--- src/rtl/module_keypad_scanner.sv ---
// rtl/module_keypad_scanner.sv - 4x4 matrix keypad scanner with synchronized, debounced press/release
module module_keypad_scanner #(
    parameter int SCAN_DIV     = 4,
    parameter int DEBOUNCE_CNT = 8
) (
    input  logic       clk,
    input  logic       rst_n,
    input  logic [3:0] row,
    output logic [3:0] col,
    output logic [3:0] key_code,
    output logic       key_valid,
    output logic       key_held
);

    localparam int DW = (SCAN_DIV > 1) ? $clog2(SCAN_DIV) : 1;
    localparam int CW = (DEBOUNCE_CNT > 0) ? $clog2(DEBOUNCE_CNT + 1) : 1;
    localparam logic [DW-1:0] DWELL_LAST = DW'(SCAN_DIV - 1);
    localparam logic [CW-1:0] CNT_LAST   = CW'(DEBOUNCE_CNT - 1);

    typedef enum logic [1:0] {
        ST_SCAN     = 2'd0,
        ST_DEBOUNCE = 2'd1,
        ST_PRESSED  = 2'd2,
        ST_RELEASE  = 2'd3
    } state_t;

    state_t        r_state;
    state_t        w_state_next;
    logic [3:0]    r_row_meta;
    logic [3:0]    r_row_s;
    logic [DW-1:0] r_dwell;
    logic [DW-1:0] w_dwell_next;
    logic [CW-1:0] r_cnt;
    logic [CW-1:0] w_cnt_next;
    logic [1:0]    r_col_idx;
    logic [1:0]    w_col_idx_next;
    logic [1:0]    r_row_idx;
    logic [1:0]    w_row_idx_next;
    logic [1:0]    w_low_row;
    logic [3:0]    r_key_code;
    logic [3:0]    w_key_code_next;
    logic          r_key_valid;
    logic          w_key_valid_next;
    logic          r_key_held;
    logic          w_key_held_next;
    logic          w_row_bit;

    // Two-flop synchronizer for the asynchronous row sense lines
    always_ff @(posedge clk or negedge rst_n) begin
        if (!rst_n) begin
            r_row_meta <= 4'b0000;
            r_row_s    <= 4'b0000;
        end else begin
            r_row_meta <= row;
            r_row_s    <= r_row_meta;
        end
    end

    always_comb begin
        w_low_row = 2'd0;
        if (r_row_s[0]) begin
            w_low_row = 2'd0;
        end else if (r_row_s[1]) begin
            w_low_row = 2'd1;
        end else if (r_row_s[2]) begin
            w_low_row = 2'd2;
        end else if (r_row_s[3]) begin
            w_low_row = 2'd3;
        end
    end

    assign w_row_bit = r_row_s[r_row_idx];

    always_ff @(posedge clk or negedge rst_n) begin
        if (!rst_n) begin
            r_state     <= ST_SCAN;
            r_dwell     <= '0;
            r_cnt       <= '0;
            r_col_idx   <= 2'd0;
            r_row_idx   <= 2'd0;
            r_key_code  <= 4'd0;
            r_key_valid <= 1'b0;
            r_key_held  <= 1'b0;
        end else begin
            r_state     <= w_state_next;
            r_dwell     <= w_dwell_next;
            r_cnt       <= w_cnt_next;
            r_col_idx   <= w_col_idx_next;
            r_row_idx   <= w_row_idx_next;
            r_key_code  <= w_key_code_next;
            r_key_valid <= w_key_valid_next;
            r_key_held  <= w_key_held_next;
        end
    end

    always_comb begin
        w_state_next     = r_state;
        w_dwell_next     = r_dwell;
        w_cnt_next       = r_cnt;
        w_col_idx_next   = r_col_idx;
        w_row_idx_next   = r_row_idx;
        w_key_code_next  = r_key_code;
        w_key_valid_next = 1'b0;
        w_key_held_next  = r_key_held;
        case (r_state)
            ST_SCAN: begin
                // Row is only trusted on the last dwell cycle, once the synchronizer has settled
                if (r_dwell == DWELL_LAST) begin
                    if (r_row_s != 4'b0000) begin
                        w_row_idx_next = w_low_row;
                        w_cnt_next     = '0;
                        w_state_next   = ST_DEBOUNCE;
                    end else begin
                        w_dwell_next   = '0;
                        w_col_idx_next = r_col_idx + 2'd1;
                    end
                end else begin
                    w_dwell_next = r_dwell + DW'(1);
                end
            end
            ST_DEBOUNCE: begin
                if (w_row_bit) begin
                    if (r_cnt == CNT_LAST) begin
                        w_state_next     = ST_PRESSED;
                        w_key_code_next  = {r_row_idx, r_col_idx};
                        w_key_valid_next = 1'b1;
                        w_key_held_next  = 1'b1;
                    end else begin
                        w_cnt_next = r_cnt + CW'(1);
                    end
                end else begin
                    w_state_next   = ST_SCAN;
                    w_dwell_next   = '0;
                    w_col_idx_next = r_col_idx + 2'd1;
                end
            end
            ST_PRESSED: begin
                if (!w_row_bit) begin
                    w_state_next = ST_RELEASE;
                    w_cnt_next   = '0;
                end
            end
            ST_RELEASE: begin
                if (!w_row_bit) begin
                    if (r_cnt == CNT_LAST) begin
                        w_state_next    = ST_SCAN;
                        w_key_held_next = 1'b0;
                        w_dwell_next    = '0;
                        w_col_idx_next  = r_col_idx + 2'd1;
                    end else begin
                        w_cnt_next = r_cnt + CW'(1);
                    end
                end else begin
                    w_state_next = ST_PRESSED;
                end
            end
            default: begin
                w_state_next = ST_SCAN;
            end
        endcase
    end

    assign col       = 4'b0001 << r_col_idx;
    assign key_code  = r_key_code;
    assign key_valid = r_key_valid;
    assign key_held  = r_key_held;

endmodule

--- config.mk ---
export PLATFORM = sky130hd
export DESIGN_NAME = module_keypad_scanner
export DESIGN_NICKNAME = d
export VERILOG_FILES = /design/src/rtl/module_keypad_scanner.sv
export SDC_FILE = /design/constraint.sdc
export NUM_CORES = 1
export LEC_CHECK = 0
export CORE_UTILIZATION = 40
export CTS_CLUSTER_DIAMETER = 50
export DETAILED_ROUTE_END_ITERATION = 6
export PLACE_DENSITY = 0.74
export REMOVE_ABC_BUFFERS = 1
export SYNTH_ARGS = -nofsm -noshare
export SYNTH_HDL_FRONTEND = slang
export SYNTH_SLANG_ARGS = --single-unit
--- constraint.sdc ---
create_clock -name clk -period 1.65 [get_ports clk]
set_input_delay 0.33 -clock clk [delete_from_list [all_inputs] [get_ports clk]]
set_output_delay 0.33 -clock clk [all_outputs]
set_load 0.01 [all_outputs]
Word-level counts from Yosys, hierarchy flattened
Cells that the tools add are included.
Storage, ports and cells
  flip-flop bits (word level): 26
Cells by class
  reduce and logical (&&, ||, !) cells: 11
  mux-type cells: 40
  shifts and indexed selects: 1
  add/subtract/negate cells: 3
  eq/ne operators: 17
  $lt $le $gt $ge: 1
Operators with widths (number)
  $mux W2: 20
  $mux W4: 6
  $reduce_and A5 Y1: 4
  $ne A2 B2 Y1 const B: 9
  $pmux W4 S4: 1
  $pmux W2 S3: 2
  $ne A3 B3 Y1 const B: 3
  $mux W1: 8
  $pmux W2 S4: 1
  $eq A2 B2 Y1 const B: 3
  $reduce_and A3 Y1: 2
  $reduce_and A6 Y1: 1
  $add A2 B1 Y2 const B: 2
  $add A4 B1 Y4 const B: 1
  $eq A4 B3 Y1 const B: 1
  $reduce_bool A4 Y1: 1
  $shl A1 B2 Y4 const A: 1
  $lt A2 B3 Y1 const B: 1
  $reduce_bool A3 Y1: 1
  $bmux W1 S2: 1
  $eq A2 B1 Y1 const B: 1
  $logic_not A2 Y1: 1
  $pmux W1 S2: 1
  $reduce_bool A2 Y1: 1

Depth between registers and ports, before layout
Gate-level depths: netlist (run 1).
  depth in word-level cells: 4
  gate-level depth with buffers: 6
  mapped depth without buffers: 5

Worst setup path before layout (run 1)
OpenSTA, ideal clock, no wires.
  path kind: register to register
  from: register r_row_s[0]
  to: register r_cnt[3]
  slack: -77 ps
  data arrival time: 1603 ps
  cell stages (with the launch flop): 5
  path buffers: 0
  setup time: 124 ps
  cells stage by stage: dfrtp_1 > or4_1 > a221o_1 > a32oi_1 > o2bb2ai_1
Between the ends
  word-level cells in the longest chain between the ends: 4
  elaborated cells between the ends (all ways): 8
Ends and longest elaborated chain
  start, declared: line 30  | logic [3:0] r_row_s;
  start signal, assigned: line 55  | r_row_s <= r_row_meta;
  $bmux W1 S2: line 72  | assign w_row_bit = r_row_s[r_row_idx];
  $mux W1 (implied by the code): line 72
  $ne A2 B2 Y1 (no source line)
  $reduce_and A5 Y1 (no source line) *
  end signal, assigned: line 87  | r_cnt <= w_cnt_next;
  end, declared: line 33  | logic [CW-1:0] r_cnt;
Every way passes the cells marked *; elsewhere a longest branch is shown, timed or not. The select of a mux whose other input is x is not followed.
A chain may end at the register's enable or synchronous reset.

Worst setup path in the final report (run 1)
  from: register r_row_idx[1]
  to: register r_dwell[0]
Between the ends
  word-level cells in the longest chain between the ends: 4
  elaborated cells between the ends (all ways): 5
Ends and longest elaborated chain
  start, declared: line 37  | logic [1:0] r_row_idx;
  start signal, assigned: line 89  | r_row_idx <= w_row_idx_next;
  $bmux W1 S2 *: line 72
  $mux W1 (implied by the code) *: line 72
  $ne A2 B2 Y1 (no source line)
  $reduce_and A5 Y1 (no source line) *
  end signal, assigned: line 86  | r_dwell <= w_dwell_next;
  end, declared: line 31  | logic [DW-1:0] r_dwell;
Marked as above.

==> key figures, run 1 <==
Routing
  – Initial DRC Count: 25
  – DRT Pass-1 Iters: 4
  – Vias per inst: 5.38
  – Via count: 930
  – Avg WL per Cell: between 10 and 15 um
  – Post-route ant nets: 0
  – Drt drc: 0
  – Final wirelength: between 2000 and 2500 um

Min path
  – Min-delay worst type: input port to async pin

Finish
  – FF+latch area: about 650 um^2
  – Ant. Diodes: 0
  – Nets: 155
  – Most frequent cells in the layout: dfrtp_1, buf_4, clkdlybuf4s50_1
  – Synth-to-Final Area Change: 32.5%
  – Share of cells above drive strength 1: 0.324
  – Multi-input gate area: about 520 um^2
  – # fillers: roughly 230
  – Most common cell after layout, fill and taps aside: dfrtp_1
  – Design area: between 1500 and 2000 um^2

Critical path
  – CP max FO: 3
  – Critical Path Source Type: flip-flop
  – Peak per-stage delay on the critical path: approximately 0.55 ns
  – Worst EP arrival: slightly below 2 ns
  – CP required: ~1.9 ns
  – Crit path cell chain: mux4_2, a221oi_2, mux2i_1, o2bb2ai_1
  – Critical path type: flip-flop to flip-flop
  – CP endpoint kind: flip-flop
  – Slowest stage cell, crit path: mux4_2

Synth
  – Register area share after synthesis: 0.546
  – Syn Area/Cell: approximately 11 um^2
  – Unique masters post-synth: 33
  – Post-Syn Area: 1190 um^2
  – Cells after Synth: between 100 and 150
  – Number of synthesis warnings: 0
  – Yosys reg bits: 26

Timing
  – Final Hold Viols: 0
  – Final min period: approximately 1.8 ns
  – Tightest Pin Transition: roughly 0.38 ns
  – RSZ-0062 raised after global routing: yes
  – Final worst slack: -0.130 ns
  – Maximum operating frequency: about 560 MHz
  – Final Cycle Share: 1.08
  – Final setup fails: 10
  – Slew HR: 0.747
  – Max Transition Viols Final: 0
  – Final setup skew: approximately 0.014 ns
  – Setup_tns: -0.765 ns
  – Worst hold slack: between 0.3 and 0.4 ns

Job
  – Max cap viols: 0

Clock tree
  – Clk root buf: clkbuf_4
  – Clock buffer depth: 2
  – Clock Latency Late Sink: 0.32 ns
  – H-tree depth: 1
  – Post-CTS Hold Buffers: 0
  – TritonCTS clock tree: built
  – Inserted Clock Buffers: 3
  – Clock Pin Slew Worst Setup and Hold Paths: 0.14 ns
  – Clock sinks: 26

Floorplanning
  – # IOs: 16
  – Area of the core: between 2000 and 3000 um^2
  – FP Rows: 19
  – Die Wd: around 57 um
  – Initial Util: 0.428
  – Die Height: 56.6 um
  – Die area: around 3200 um^2

GRT
  – Vias in the first global route: between 900 and 1000
  – Overall Global Routing Usage: 0.161
  – Largest net degree at the start of global routing: 27
  – Initial antenna violation count: 0
  – Global-route wire length before repair: between 3000 and 4000 um
  – Global route overflow: 0

Placement
  – Routability cong.: 0.841
  – Post-DP HPWL: 1720 um
  – Port Buf Inserts: 15
  – Dpl cell area: ~1500 um^2

Pwr
  – P_leak: roughly 0.75 nW
  – Max VDD drop: approximately 1200 uV
  – PwrDens: approximately 1500 nW/um^2
  – Overall Power: roughly 2.3 mW

Outcome
  – Failing checks: setup timing
  – Status: finished with violations
critical path, delay by kind of cell, from the launching register on:
| family | cells | cell delay, ns |
|---|---|---|
| compound gates | 2 | 0.50 |
| mux | 2 | 0.78 |
| flops | 1 | 0.39 |
layer usage:
metal | up-vias | share of wire | track usage
met5 | - | 0 | 0
met1 | 450 | 0.45 | 0.195
met3 | 4 | 0.036 | 0.0484
met4 | 0 | 0.010 | 0.0488
met2 | 21 | 0.51 | 0.274
li1 | 455 | - | -
cells by family (layout without fill, tap and decap cells):
logic type	count (synthesis)	after routing	share of synthesized area
AOI/OAI and AO/OA	27	27	0.159
xor gates and xnor gates	1	1	0.00735
adders and majority gates	6	6	0.0630
buffers and inverters	10	48	0.0336
DFF	26	26	0.546
muxes	6	6	0.0641
and+or+nand+nor	28	28	0.127
final timing paths:
kind	start	end	slack, ns	depth (start not counted)
min	rst_n	r_dwell[1]$_DFFE_PN0P_	0.35	2
min in group clk	r_row_meta[1]$_DFF_PN0_	r_row_s[1]$_DFF_PN0_	0.36	0
min reg2reg	r_row_meta[1]$_DFF_PN0_	r_row_s[1]$_DFF_PN0_	0.36	0
max reg2reg	r_row_idx[1]$_DFFE_PN0P_	r_dwell[0]$_DFFE_PN0P_	-0.13	4
max in group asynchronous	rst_n	r_row_s[1]$_DFF_PN0_	1.05	2
max	r_row_idx[1]$_DFFE_PN0P_	r_dwell[0]$_DFFE_PN0P_	-0.13	4
state kept, by name (all words and copies together), names as in the netlist, named ones only:
| register | cells |
|---|---|
| key_code | 4 |
| key_held | 1 |
| key_valid | 1 |
| r_cnt | 4 |
| r_col_idx | 2 |
| r_dwell | 2 |
| r_row_idx | 2 |
| r_row_meta | 4 |
| r_row_s | 4 |
| r_state | 1 |
synthesized netlist by cell type:
cell type | number | area, um^2
a211oi_1 | 1 | 7.51
a21oi_1 | 7 | 35.0
a221o_1 | 2 | 20.0
a221oi_2 | 1 | 15.0
a22oi_1 | 1 | 7.51
a31oi_1 | 3 | 18.8
a32oi_1 | 1 | 8.76
and3b_1 | 1 | 8.76
buf_2 | 2 | 10.0
clkbuf_1 | 2 | 7.51
dfrtp_1 | 26 | 651
ha_1 | 6 | 75.1
inv_1 | 6 | 22.5
mux2_2 | 3 | 33.8
mux2i_1 | 2 | 20.0
mux4_2 | 1 | 22.5
nand2_1 | 11 | 41.3
nand3_1 | 3 | 15.0
nand3b_1 | 1 | 7.51
nand4_2 | 1 | 12.5
nand4b_1 | 1 | 8.76
nor2_1 | 2 | 7.51
nor2b_1 | 2 | 12.5
nor3_1 | 2 | 10.0
nor3b_1 | 1 | 7.51
nor4_1 | 1 | 6.26
o21ai_0 | 6 | 30.0
o221a_2 | 1 | 11.3
o221ai_1 | 1 | 8.76
o2bb2ai_1 | 3 | 26.3
or2_2 | 1 | 6.26
or4_1 | 1 | 7.51
xnor2_1 | 1 | 8.76
metrics by stage:
stage / instances / worst slack, ns / util
floorplan: 100 / -0.167 / -
global placement: 166 / -0.0955 / 0.544
detailed placement: 166 / -0.148 / 0.544
CTS: 173 / -0.149 / 0.566
global route: 173 / -0.210 / 0.567
finish: 173 / -0.130 / 0.567
what timing repair did:
item	CTS	global route
setup buffers	3	0
pin swaps	2	4
resized for setup	13	7
endpoints found under the setup margin	15	15
cell type report:
cell class,instances,share of cell area
timing repair buffer,38,0.194
clock buffer,4,0.0230
sequential,26,0.412
tap,31,0.0246
multi-input combinational,68,0.331
inverter,6,0.0143
power breakdown:
| group | internal (mW) | switching, mW | leakage, nW |
|---|---|---|---|
| Combinational | 0.587 | 0.530 | 0.400 |
| Sequential | 0.775 | 0.131 | 0.324 |
| Clock | 0.135 | 0.178 | 0.0210 |
| Total | 1.50 | 0.839 | 0.746 |
No activity file was read; power rests on OpenSTA's default activity.
==> inputs of run 2 (changes only) <==
--- a/config.mk
+++ b/config.mk
@@ -10,6 +10,7 @@
 export DETAILED_ROUTE_END_ITERATION = 6
 export PLACE_DENSITY = 0.74
 export REMOVE_ABC_BUFFERS = 1
+export SETUP_SLACK_MARGIN = 0.3
 export SYNTH_ARGS = -nofsm -noshare
 export SYNTH_HDL_FRONTEND = slang
 export SYNTH_SLANG_ARGS = --single-unit
==> run 2 against run 1 <==
Effect of this change:
- the run still ends with setup timing left
- setup slack got worse by 0.018 ns
- sequential share of layout area is 4.7 points lower
- clock skew is 0.00090 ns lower
- highest routed layer unchanged
- critical path type unchanged
- global-route usage up 1.9 points
- first-iteration DRC count grew 76%
- via count rose by 9.6%
==> key figures, run 2 (synthesis gave the netlist of run 1 again) <==
Routing
  – Via count: between 1000 and 1500
  – Drt drc: 0
  – Vias per inst: about 5.6
  – Final wirelength: between 2000 and 3000 um
  – Post-route ant nets: 0
  – DRT Pass-1 Iters: 4
  – Avg WL per Cell: around 16 um
  – Initial DRC Count: 44

Timing
  – Tightest Pin Transition: ~0.38 ns
  – Slew HR: 0.747
  – Worst hold slack: between 0.3 and 0.4 ns
  – Final Hold Viols: 0
  – RSZ-0062 raised after global routing: yes
  – Final setup fails: 11
  – Final Cycle Share: 1.09
  – Max Transition Viols Final: 0
  – Final min period: between 1.5 and 2 ns
  – Final setup skew: between 0.01 and 0.015 ns
  – Maximum operating frequency: around 560 MHz
  – Final worst slack: -0.147 ns

Clock tree
  – Post-CTS Hold Buffers: 0
  – Clock sinks: 26
  – Clock buffer depth: 2
  – Inserted Clock Buffers: 3
  – Clk root buf: clkbuf_4
  – Clock Latency Late Sink: approximately 0.34 ns
  – TritonCTS clock tree: built
  – Clock Pin Slew Worst Setup and Hold Paths: 0.14 ns
  – H-tree depth: 1

Floorplanning
  – Area of the core: 2780 um^2
  – Die Height: roughly 57 um
  – Initial Util: 0.428
  – Die area: between 3000 and 4000 um^2
  – # IOs: 16
  – FP Rows: 19
  – Die Wd: 56.6 um

Critical path
  – CP required: approximately 1.9 ns
  – CP endpoint kind: flip-flop
  – Peak per-stage delay on the critical path: slightly below 0.6 ns
  – FF-to-FF path depth: 4
  – Worst EP arrival: 2.04 ns
  – Critical Path Source Type: flip-flop
  – Reg2reg start: r_row_s[0]$_DFF_PN0_
  – Critical path type: flip-flop to flip-flop
  – Reg2reg end: r_cnt[3]$_DFFE_PN0P_
  – Worst setup startpoint: r_row_s[0]$_DFF_PN0_
  – Crit path cell chain: or4_4, a221o_2, a32oi_1, o2bb2ai_1
  – CP max FO: 6
  – Slowest stage cell, crit path: or4_4
  – R2R setup slack: -0.15 ns

Pwr
  – Clk pwr share: 0.113
  – Cell internal pwr: about 1.8 mW
  – Max VDD drop: between 1000 and 1500 uV
  – Overall Power: around 2.9 mW
  – P_sw: 1.08 mW
  – PwrDens: about 1600 nW/um^2
  – P_leak: approximately 0.8 nW
  – Comb pwr share: 0.560
  – Switching share of power: 0.379
  – Sequential Power Share: 0.327

GRT
  – Largest net degree at the start of global routing: 27
  – Initial antenna violation count: 0
  – Vias in the first global route: between 1000 and 1500
  – Overall Global Routing Usage: 0.180
  – Global route overflow: 0
  – Global-route wire length before repair: around 4300 um

Finish
  – Share of cells above drive strength 1: 0.483
  – Nets: approximately 160
  – Synth-to-Final Area Change: 50.0%
  – Finished Layout Cells: 182
  – Ant. Diodes: 0
  – Most frequent cells in the layout: buf_4, dfrtp_1, nand2_1
  – Most common cell after layout, fill and taps aside: buf_4
  – Post-layout util: 0.642

Placement
  – DP Cell Count: approximately 170
  – Port Buf Inserts: 15
  – Routability cong.: 0.841
  – Post-DP HPWL: between 1500 and 2000 um

Job
  – Max cap viols: 0

Outcome
  – Status: finished with violations
  – Failing checks: setup timing

Min path
  – Min-delay worst type: input port to async pin
run 2: final cells by class:
type                    count  area, um^2
repair buffers             47         405
well taps                  31        38.8
inverters                   6        27.5
flip-flops and latches     26         653
fillers                   197         995
clock buffers               4        36.3
multi-input cells          68         626
run 2: per-layer routing:
metal	GRT usage	vias to the layer above	wire length, um
met5	0	-	0
met4	0.0976	0	80
met3	0.0576	9	134
met2	0.297	31	1540
met1	0.206	505	1150
li1	-	474	-
run 2: worst max path at each step:
stage | end | slack, ns | cells after the start
global route | r_cnt[3]$_DFFE_PN0P_ | -0.21 | 4
floorplan | r_cnt[3]$_DFFE_PN0P_ | -0.17 | 4
finish | r_cnt[3]$_DFFE_PN0P_ | -0.15 | 4
detailed placement | r_cnt[3]$_DFFE_PN0P_ | -0.15 | 4
global placement | r_cnt[3]$_DFFE_PN0P_ | -0.1 | 4
CTS | r_cnt[3]$_DFFE_PN0P_ | -0.15 | 4
run 2: power groups by stage:
stage,Combinational (mW),Sequential (mW),Clock [mW]
global route,1.71,0.952,0.355
global placement,1.02,0.913,0
CTS,1.36,0.910,0.328
floorplan,0.582,0.926,0
finish,1.60,0.933,0.321
detailed placement,1.06,0.927,0
run 2: stage by stage:
stage	TNS (ns)	instance area [um^2]	setup WS [ns]
finish	-0.975	1790	-0.147
global route	-1.74	1790	-0.211
CTS	-0.901	1700	-0.149
detailed placement	-0.867	1510	-0.148
global placement	-0.457	1510	-0.0955
floorplan	-0.669	1170	-0.167
run 2: repair_timing:
action                                 CTS  global route
setup buffers                            9             3
pin swaps                                2            10
setup endpoints to repair               28            27
resized for setup                       49            20
endpoints found under the hold margin    0             0
run 2: worst max-delay path: cells and delay by family, from the launching register on:
kind | cells | cell delay (ns)
compound gates | 3 | 0.72
simple gates | 1 | 0.58
flops | 1 | 0.42
==> inputs of run 3 (changes only) <==
--- a/config.mk
+++ b/config.mk
@@ -11,6 +11,7 @@
 export PLACE_DENSITY = 0.74
 export REMOVE_ABC_BUFFERS = 1
 export SETUP_SLACK_MARGIN = 0.3
+export SLEW_MARGIN = 10
 export SYNTH_ARGS = -nofsm -noshare
 export SYNTH_HDL_FRONTEND = slang
 export SYNTH_SLANG_ARGS = --single-unit
==> results of run 3 <==
The final DEF is identical to that of run 2; final timing and power are the same.
